## src/rtl/ram_march_bist_pkg.sv

```systemverilog
// ============================================================================
//  Module : ram_march_bist_pkg
//  Brief  : March C- element table, FSM state and op type for ram_march_bist
//  Rev    : 1.0  initial release
// ============================================================================
`default_nettype none

package ram_march_bist_pkg;

  localparam int N_ELEM = 6;

  typedef enum logic [1:0] {
    S_IDLE  = 2'd0,
    S_RUN   = 2'd1,
    S_DRAIN = 2'd2
  } state_t;

  typedef enum logic {
    OP_RD = 1'b0,
    OP_WR = 1'b1
  } op_t;

  // Per-element op list; polarity 0 = background, 1 = inverted background
  typedef struct packed {
    logic two_ops;
    op_t  op0;
    logic pol0;
    op_t  op1;
    logic pol1;
  } elem_t;

  function automatic elem_t elem_ops(input logic [2:0] idx);
    case (idx)
      3'd0:    elem_ops = '{1'b0, OP_WR, 1'b0, OP_WR, 1'b0};
      3'd1:    elem_ops = '{1'b1, OP_RD, 1'b0, OP_WR, 1'b1};
      3'd2:    elem_ops = '{1'b1, OP_RD, 1'b1, OP_WR, 1'b0};
      3'd3:    elem_ops = '{1'b1, OP_RD, 1'b0, OP_WR, 1'b1};
      3'd4:    elem_ops = '{1'b1, OP_RD, 1'b1, OP_WR, 1'b0};
      3'd5:    elem_ops = '{1'b0, OP_RD, 1'b0, OP_RD, 1'b0};
      default: elem_ops = '{1'b0, OP_RD, 1'b0, OP_RD, 1'b0};
    endcase
  endfunction

  // Address direction of each element: 1 = descending
  function automatic logic elem_down(input logic [2:0] idx);
    elem_down = (idx == 3'd3) || (idx == 3'd4);
  endfunction

endpackage

`default_nettype wire

```

## src/rtl/ram_march_bist_if.sv

```systemverilog
// ============================================================================
//  Module : ram_march_bist_if
//  Brief  : Control, status and RAM-port bundle of the March C- BIST
//  Rev    : 1.0  initial release
// ============================================================================
`default_nettype none

interface ram_march_bist_if #(
  parameter int ADDR_W = 4,
  parameter int DATA_W = 8
);
  logic              start;
  logic              busy;
  logic              done;
  logic              pass;
  logic              ram_we;
  logic [ADDR_W-1:0] ram_addr;
  logic [DATA_W-1:0] ram_din;
  logic [DATA_W-1:0] ram_dout;
  logic [2:0]        fail_elem;
  logic [ADDR_W-1:0] fail_addr;
  logic [DATA_W-1:0] fail_exp;
  logic [DATA_W-1:0] fail_got;

  modport master (
    input  start, ram_dout,
    output busy, done, pass, ram_we, ram_addr, ram_din,
           fail_elem, fail_addr, fail_exp, fail_got
  );

  modport slave (
    output start, ram_dout,
    input  busy, done, pass, ram_we, ram_addr, ram_din,
           fail_elem, fail_addr, fail_exp, fail_got
  );
endinterface

`default_nettype wire

```

## src/rtl/ram_march_bist_addr_gen.sv

```systemverilog
// ============================================================================
//  Module : ram_march_bist_addr_gen
//  Brief  : March address counter; loads 0 or DEPTH-1 by direction, no wrap
//  Rev    : 1.0  initial release
// ============================================================================
`default_nettype none

module ram_march_bist_addr_gen #(
  parameter int ADDR_W = 4
) (
  input  wire logic              clk,
  input  wire logic              rst,
  input  wire logic              i_load,
  input  wire logic              i_down,
  input  wire logic              i_step,
  output logic      [ADDR_W-1:0] o_addr,
  output logic                   o_last
);

  logic [ADDR_W-1:0] r_addr;
  logic              r_down;

  assign o_addr = r_addr;
  assign o_last = r_down ? (r_addr == '0) : (r_addr == {ADDR_W{1'b1}});

  always_ff @(posedge clk) begin
    if (rst) begin
      r_addr <= '0;
      r_down <= 1'b0;
    end else if (i_load) begin
      r_down <= i_down;
      r_addr <= i_down ? {ADDR_W{1'b1}} : '0;
    end else if (i_step && !o_last) begin
      r_addr <= r_down ? r_addr - 1'b1 : r_addr + 1'b1;
    end
  end

endmodule

`default_nettype wire

```

## src/rtl/ram_march_bist.sv

```systemverilog
// ============================================================================
//  Module : ram_march_bist
//  Brief  : March C- self-test initiator for a 1-cycle-latency single-port RAM
//  Rev    : 1.0  initial release
// ============================================================================
`default_nettype none

module ram_march_bist
  import ram_march_bist_pkg::*;
#(
  parameter int                ADDR_W = 4,
  parameter int                DATA_W = 8,
  parameter logic [DATA_W-1:0] BG     = '0
) (
  input wire logic          clk,
  input wire logic          rst,
  ram_march_bist_if.master  bus
);

  state_t            r_state;
  logic              r_busy, r_done, r_pass;
  logic              r_we;
  logic [ADDR_W-1:0] r_addr;
  logic [DATA_W-1:0] r_din;
  logic [2:0]        r_fail_elem;
  logic [ADDR_W-1:0] r_fail_addr;
  logic [DATA_W-1:0] r_fail_exp, r_fail_got;
  logic [2:0]        r_elem, r_out_elem;
  logic              r_opi;
  logic              r_rd_issue;
  logic              r_chk_vld;
  logic [2:0]        r_chk_elem;
  logic [ADDR_W-1:0] r_chk_addr;
  logic [DATA_W-1:0] r_chk_exp;

  elem_t             w_cur;
  op_t               w_op;
  logic              w_pol, w_last_op;
  logic [DATA_W-1:0] w_exp;
  logic              w_mismatch, w_accept, w_emit, w_elem_end;
  logic              w_ag_load, w_ag_down, w_ag_step, w_ag_last;
  logic [ADDR_W-1:0] w_ag_addr;

  always_comb begin
    w_cur      = elem_ops(r_elem);
    w_op       = r_opi ? w_cur.op1  : w_cur.op0;
    w_pol      = r_opi ? w_cur.pol1 : w_cur.pol0;
    w_last_op  = r_opi || !w_cur.two_ops;
    w_exp      = w_pol ? ~BG : BG;
    w_mismatch = r_chk_vld && (bus.ram_dout != r_chk_exp);
    w_accept   = (r_state == S_IDLE) && bus.start;
    w_emit     = (r_state == S_RUN) && !w_mismatch;
    w_elem_end = w_emit && w_last_op && w_ag_last;
    w_ag_load  = w_accept || (w_elem_end && (r_elem != 3'(N_ELEM - 1)));
    w_ag_down  = w_accept ? elem_down(3'd0) : elem_down(r_elem + 3'd1);
    w_ag_step  = w_emit && w_last_op && !w_ag_last;
  end

  ram_march_bist_addr_gen #(
    .ADDR_W (ADDR_W)
  ) u_addr_gen (
    .clk    (clk),
    .rst    (rst),
    .i_load (w_ag_load),
    .i_down (w_ag_down),
    .i_step (w_ag_step),
    .o_addr (w_ag_addr),
    .o_last (w_ag_last)
  );

  always_ff @(posedge clk) begin
    if (rst) begin
      r_state     <= S_IDLE;
      r_busy      <= 1'b0;
      r_done      <= 1'b0;
      r_pass      <= 1'b0;
      r_we        <= 1'b0;
      r_addr      <= '0;
      r_din       <= '0;
      r_fail_elem <= '0;
      r_fail_addr <= '0;
      r_fail_exp  <= '0;
      r_fail_got  <= '0;
      r_elem      <= '0;
      r_out_elem  <= '0;
      r_opi       <= 1'b0;
      r_rd_issue  <= 1'b0;
      r_chk_vld   <= 1'b0;
      r_chk_elem  <= '0;
      r_chk_addr  <= '0;
      r_chk_exp   <= '0;
    end else begin
      // A read presented last cycle has its data on ram_dout next cycle
      r_chk_vld  <= r_rd_issue;
      r_chk_elem <= r_out_elem;
      r_chk_addr <= r_addr;
      r_chk_exp  <= r_din;
      r_rd_issue <= 1'b0;
      r_we       <= 1'b0;

      if ((r_state != S_IDLE) && w_mismatch) begin
        r_fail_elem <= r_chk_elem;
        r_fail_addr <= r_chk_addr;
        r_fail_exp  <= r_chk_exp;
        r_fail_got  <= bus.ram_dout;
        r_done      <= 1'b1;
        r_pass      <= 1'b0;
        r_busy      <= 1'b0;
        r_chk_vld   <= 1'b0;
        r_state     <= S_IDLE;
      end else begin
        case (r_state)
          S_IDLE: begin
            if (bus.start) begin
              r_state     <= S_RUN;
              r_busy      <= 1'b1;
              r_done      <= 1'b0;
              r_pass      <= 1'b0;
              r_fail_elem <= '0;
              r_fail_addr <= '0;
              r_fail_exp  <= '0;
              r_fail_got  <= '0;
              r_elem      <= '0;
              r_opi       <= 1'b0;
            end
          end
          S_RUN: begin
            r_we       <= (w_op == OP_WR);
            r_addr     <= w_ag_addr;
            r_din      <= w_exp;
            r_out_elem <= r_elem;
            r_rd_issue <= (w_op == OP_RD);
            r_opi      <= !w_last_op;
            if (w_elem_end) begin
              if (r_elem == 3'(N_ELEM - 1)) begin
                r_state <= S_DRAIN;
              end else begin
                r_elem <= r_elem + 3'd1;
              end
            end
          end
          S_DRAIN: begin
            if (r_chk_vld && !r_rd_issue) begin
              r_done  <= 1'b1;
              r_pass  <= 1'b1;
              r_busy  <= 1'b0;
              r_state <= S_IDLE;
            end
          end
          default: r_state <= S_IDLE;
        endcase
      end
    end
  end

  assign bus.busy      = r_busy;
  assign bus.done      = r_done;
  assign bus.pass      = r_pass;
  assign bus.ram_we    = r_we;
  assign bus.ram_addr  = r_addr;
  assign bus.ram_din   = r_din;
  assign bus.fail_elem = r_fail_elem;
  assign bus.fail_addr = r_fail_addr;
  assign bus.fail_exp  = r_fail_exp;
  assign bus.fail_got  = r_fail_got;

endmodule

`default_nettype wire

```

## src/flat_wrapper.sv

```systemverilog
// flat-port wrapper written by rule: the top's interface ports become plain ports
module ram_march_bist_flat import ram_march_bist_pkg::*;
#(
  parameter int                ADDR_W = 4,
  parameter int                DATA_W = 8,
  parameter logic [DATA_W-1:0] BG     = '0
)
  (clk, rst, bus_start, bus_ram_dout, bus_busy, bus_done, bus_pass, bus_ram_we, bus_ram_addr, bus_ram_din, bus_fail_elem, bus_fail_addr, bus_fail_exp, bus_fail_got);
  ram_march_bist_if #(.ADDR_W(ADDR_W), .DATA_W(DATA_W)) bus_i ();
  input wire logic clk;
  input wire logic rst;
  input wire logic [$bits(bus_i.start)-1:0] bus_start;
  input wire logic [$bits(bus_i.ram_dout)-1:0] bus_ram_dout;
  output wire logic [$bits(bus_i.busy)-1:0] bus_busy;
  output wire logic [$bits(bus_i.done)-1:0] bus_done;
  output wire logic [$bits(bus_i.pass)-1:0] bus_pass;
  output wire logic [$bits(bus_i.ram_we)-1:0] bus_ram_we;
  output wire logic [$bits(bus_i.ram_addr)-1:0] bus_ram_addr;
  output wire logic [$bits(bus_i.ram_din)-1:0] bus_ram_din;
  output wire logic [$bits(bus_i.fail_elem)-1:0] bus_fail_elem;
  output wire logic [$bits(bus_i.fail_addr)-1:0] bus_fail_addr;
  output wire logic [$bits(bus_i.fail_exp)-1:0] bus_fail_exp;
  output wire logic [$bits(bus_i.fail_got)-1:0] bus_fail_got;
  assign bus_i.start = bus_start;
  assign bus_i.ram_dout = bus_ram_dout;
  assign bus_busy = bus_i.busy;
  assign bus_done = bus_i.done;
  assign bus_pass = bus_i.pass;
  assign bus_ram_we = bus_i.ram_we;
  assign bus_ram_addr = bus_i.ram_addr;
  assign bus_ram_din = bus_i.ram_din;
  assign bus_fail_elem = bus_i.fail_elem;
  assign bus_fail_addr = bus_i.fail_addr;
  assign bus_fail_exp = bus_i.fail_exp;
  assign bus_fail_got = bus_i.fail_got;
  ram_march_bist #(.ADDR_W(ADDR_W), .DATA_W(DATA_W), .BG(BG)) u_core (.clk(clk), .rst(rst), .bus(bus_i));
endmodule
```

## config.mk

```make
export PLATFORM = sky130hd
export DESIGN_NAME = ram_march_bist_flat
export DESIGN_NICKNAME = d
export VERILOG_FILES = /design/src/rtl/ram_march_bist_pkg.sv /design/src/rtl/ram_march_bist_if.sv /design/src/rtl/ram_march_bist_addr_gen.sv /design/src/rtl/ram_march_bist.sv /design/src/flat_wrapper.sv
export SDC_FILE = /design/constraint.sdc
export NUM_CORES = 1
export LEC_CHECK = 0
export ABC_AREA = 1
export CORE_MARGIN = 1.5
export CORE_UTILIZATION = 46
export DETAILED_ROUTE_END_ITERATION = 8
export PLACE_DENSITY = 0.74
export SETUP_SLACK_MARGIN = 0.2
export SYNTH_ARGS = -nofsm -noshare
export SYNTH_HDL_FRONTEND = slang
export SYNTH_SLANG_ARGS = --single-unit
```

## constraint.sdc

```tcl
create_clock -name clk -period 2.2 [get_ports clk]
set_input_delay 0.33 -clock clk [delete_from_list [all_inputs] [get_ports clk]]
set_output_delay 0.33 -clock clk [all_outputs]
set_load 0.01 [all_outputs]
```

==> metrics.cfg <==
[worst_setup_path]
cp-end-kind = flop
crit_fanout = 5
cp_data_required_time_ns = 2.44
crit_type = reg -> reg
critPathLaunchType = flop
critPathArrivalTime_ns = 2.05

[detailed_routing]
route.detailed.drc = 0
via_count = 1925
drtAntennaViolNets = 0
via_per_inst = 4.87
wirelength_mm = 4.74
drt-initial-drc-count = 75
routedWlPerCell_um = 12.0
drt_pre_antenna_iters = 4

[clock_network]
cts_sinks = 49
clk_pin_slew_ns = 0.09
root_buffer = clkbuf_8
post_cts_resized = 0
cts_hold_buffers = 0
clockBufferDepth = 2
clk_latency_ns = 0.30
cts_tree = done
h-tree-depth = 2
numCtsBuffers = 5
postCtsSetupBuffers = 0

[logic_synthesis]
synth_seq_cells = 49
seq_area_frac_synth_pct = 43.5
synth_cells = 290
syn_area_um2 = 2260
yosysWarningCount = 0
syn_nets = 309
synthDistinctLibCells = 31
synth.avg_cell_area_um2 = 7.78

[power]
powerDensity_nw_per_um2 = 644
peakVddDrop_mv = 0.348
leakagePower_nw = 1.11

[global_route]
grt_usage_pct = 18.3
grt_max_degree = 38
grt-ovfl-total = 0
grt_pass1_wl_mm = 7.60
antenna_found_initial = 0
grt_pass1_vias = 1650

[min_path]
hold_path.class = reg -> reg

[floorplan]
rows = 25
dieArea_um2 = 5330
start_util_pct = 47.8
core_um2 = 4720
ios = 50
die_y_um = 73.0
die_w_um = 73.0

[placed_design]
pre_cts_slack_ns = 0.161
place.gp.congestion = 0.854
numPortBuffers = 49
hpwlAfterDp_mm = 3.46

[sta]
fin_crit_ns = 1.82
period_share_pct = 82.6
fmax_ghz = 0.550
hold_viol = 0
setup_tns_ns = 0
drv_slew = 0
tightestPinTransition_ns = 0.370
fin_ws_ns = 0.383
max_slew_margin_pct = 75.4
hold_ws_ns = 0.423
final.setup_skew_ns = 0.00646
rsz0062_at_grt = no
setup_viol = 0

[run]
maxCapViolCount = 0

[run_status]
outcome = finished, final reports clean

[layout]
final_nets = 346
drive_above_1_share_pct = 8.23
num_antenna_cells = 0
area_growth_syn_to_layout_pct = 25.6

[logic make-up after synthesis]
kind of cell,synth area share (%)
multiplexers,0.887
XOR/XNOR,0.777
adder cells (fa/ha/maj),4.77
AND/OR/NAND/NOR,27.0
flip-flops,43.5
AO/OA/AOI/OAI,10.7
buffers and inverters,12.4
[worst max-delay path, cell delays in order, from the launching register on]
cell,delay (ns)
dfxtp_1,0.42
inv_1,0.11
ha_1,0.23
mux2i_1,0.20
nand2_2,0.11
nand2_4,0.11
nand3_2,0.08
nor2_2,0.14
nand2_1,0.13
nand2_2,0.12
nor2_1,0.05
nor2_1,0.07
[final cells by class]
cell class	instances	area, um2
Tap cell	67	83.8
Inverter	37	139
Sequential cell	49	981
Clock inverter	3	46.3
Timing Repair Buffer	53	520
Multi-Input combinational cell	181	995
Fill cell	449	1890
Clock buffer	5	68.8
[per-stage QoR]
stage                     power [mW]  utilization (%)  instance area (um2)  std cells
after global placement          1.20             57.6                 2720        387
after CTS                       1.84             60.0                 2830        395
after global routing            1.90             60.0                 2830        395
after detailed placement        1.21             57.6                 2720        387
after floorplan                 1.12                -                 2260        290
final                           1.82             60.0                 2830        395
[power breakdown]
part           internal, mW  total [mW]  switching, mW
logic                 0.103       0.234          0.131
registers             0.923       0.951         0.0281
clock network         0.340       0.639          0.299
[metal layers]
| metal | vias up | global-route usage (%) | part of all wire, % |
|---|---|---|---|
| met5 | - | 0 | 0 |
| met4 | 0 | 6.08 | 0.89 |
| met3 | 4 | 3.59 | 5.3 |
| met2 | 55 | 30.5 | 48 |
| met1 | 854 | 23.5 | 45 |
| li1 | 1012 | - | - |
[registers in the layout, indices dropped and copies added, names as in the netlist, 2 cells and up]
| register | flops |
|---|---|
| u_core.bus.ram_addr | 4 |
| u_core.bus.fail_got | 8 |
| u_core.r_chk_elem | 3 |
| u_core.bus.fail_addr | 4 |
| u_core.r_out_elem | 3 |
| u_core.u_addr_gen.o_addr | 4 |
| u_core.r_chk_addr | 4 |
| u_core.r_elem | 3 |
| u_core.r_state | 2 |
| u_core.bus.fail_elem | 3 |
[synthesized netlist by cell type]
master	n	area, um2
fa_1	1	20.0
buf_4	14	105
a21oi_1	25	125
clkinv_1	1	3.75
buf_2	2	10.0
a31oi_1	1	6.26
xor2_1	1	8.76
inv_2	1	3.75
clkbuf_1	7	26.3
nand3_1	39	195
xnor2_1	1	8.76
nand2_1	27	101
or2_1	1	6.26
nand4_4	1	21.3
nor2_1	35	131
nand4_1	7	43.8
ha_1	7	87.6
o21ai_0	17	85.1
inv_1	35	131
dfxtp_1	49	981
nor3_1	1	5.00
nand3_2	1	10.0
nor2_8	1	20.0
a21oi_2	2	17.5
nand2_4	1	11.3
a22oi_1	1	7.51
nand2_2	5	31.3
nor2_2	2	12.5
mux2i_1	2	20.0
nor2_4	1	11.3
nand3b_1	1	7.51
[layout by cell type (no fill, tap or decap), types with 5 or more instances in the layout]
cell,instances
dfxtp_1,49
ha_1,7
nand2_2,5
o21ai_0,17
clkdlybuf4s50_1,49
nand3_1,39
nand2_1,27
nand4_1,7
a21oi_1,25
clkbuf_8,5
nor2_1,35
inv_1,35
[worst paths after layout]
check                                     startpoint                     endpoint  slack [ns]  cells after the start
worst max-delay path                u_core.r_elem[0]  u_core.u_addr_gen.o_addr[3]        0.38                     11
worst min-delay path            u_core.r_out_elem[0]         u_core.r_chk_elem[0]        0.42                      2
worst max register to register      u_core.r_elem[0]  u_core.u_addr_gen.o_addr[3]        0.38                     11
worst min register to register  u_core.r_out_elem[0]         u_core.r_chk_elem[0]        0.42                      2
No activity file was read; power rests on OpenSTA's default activity.
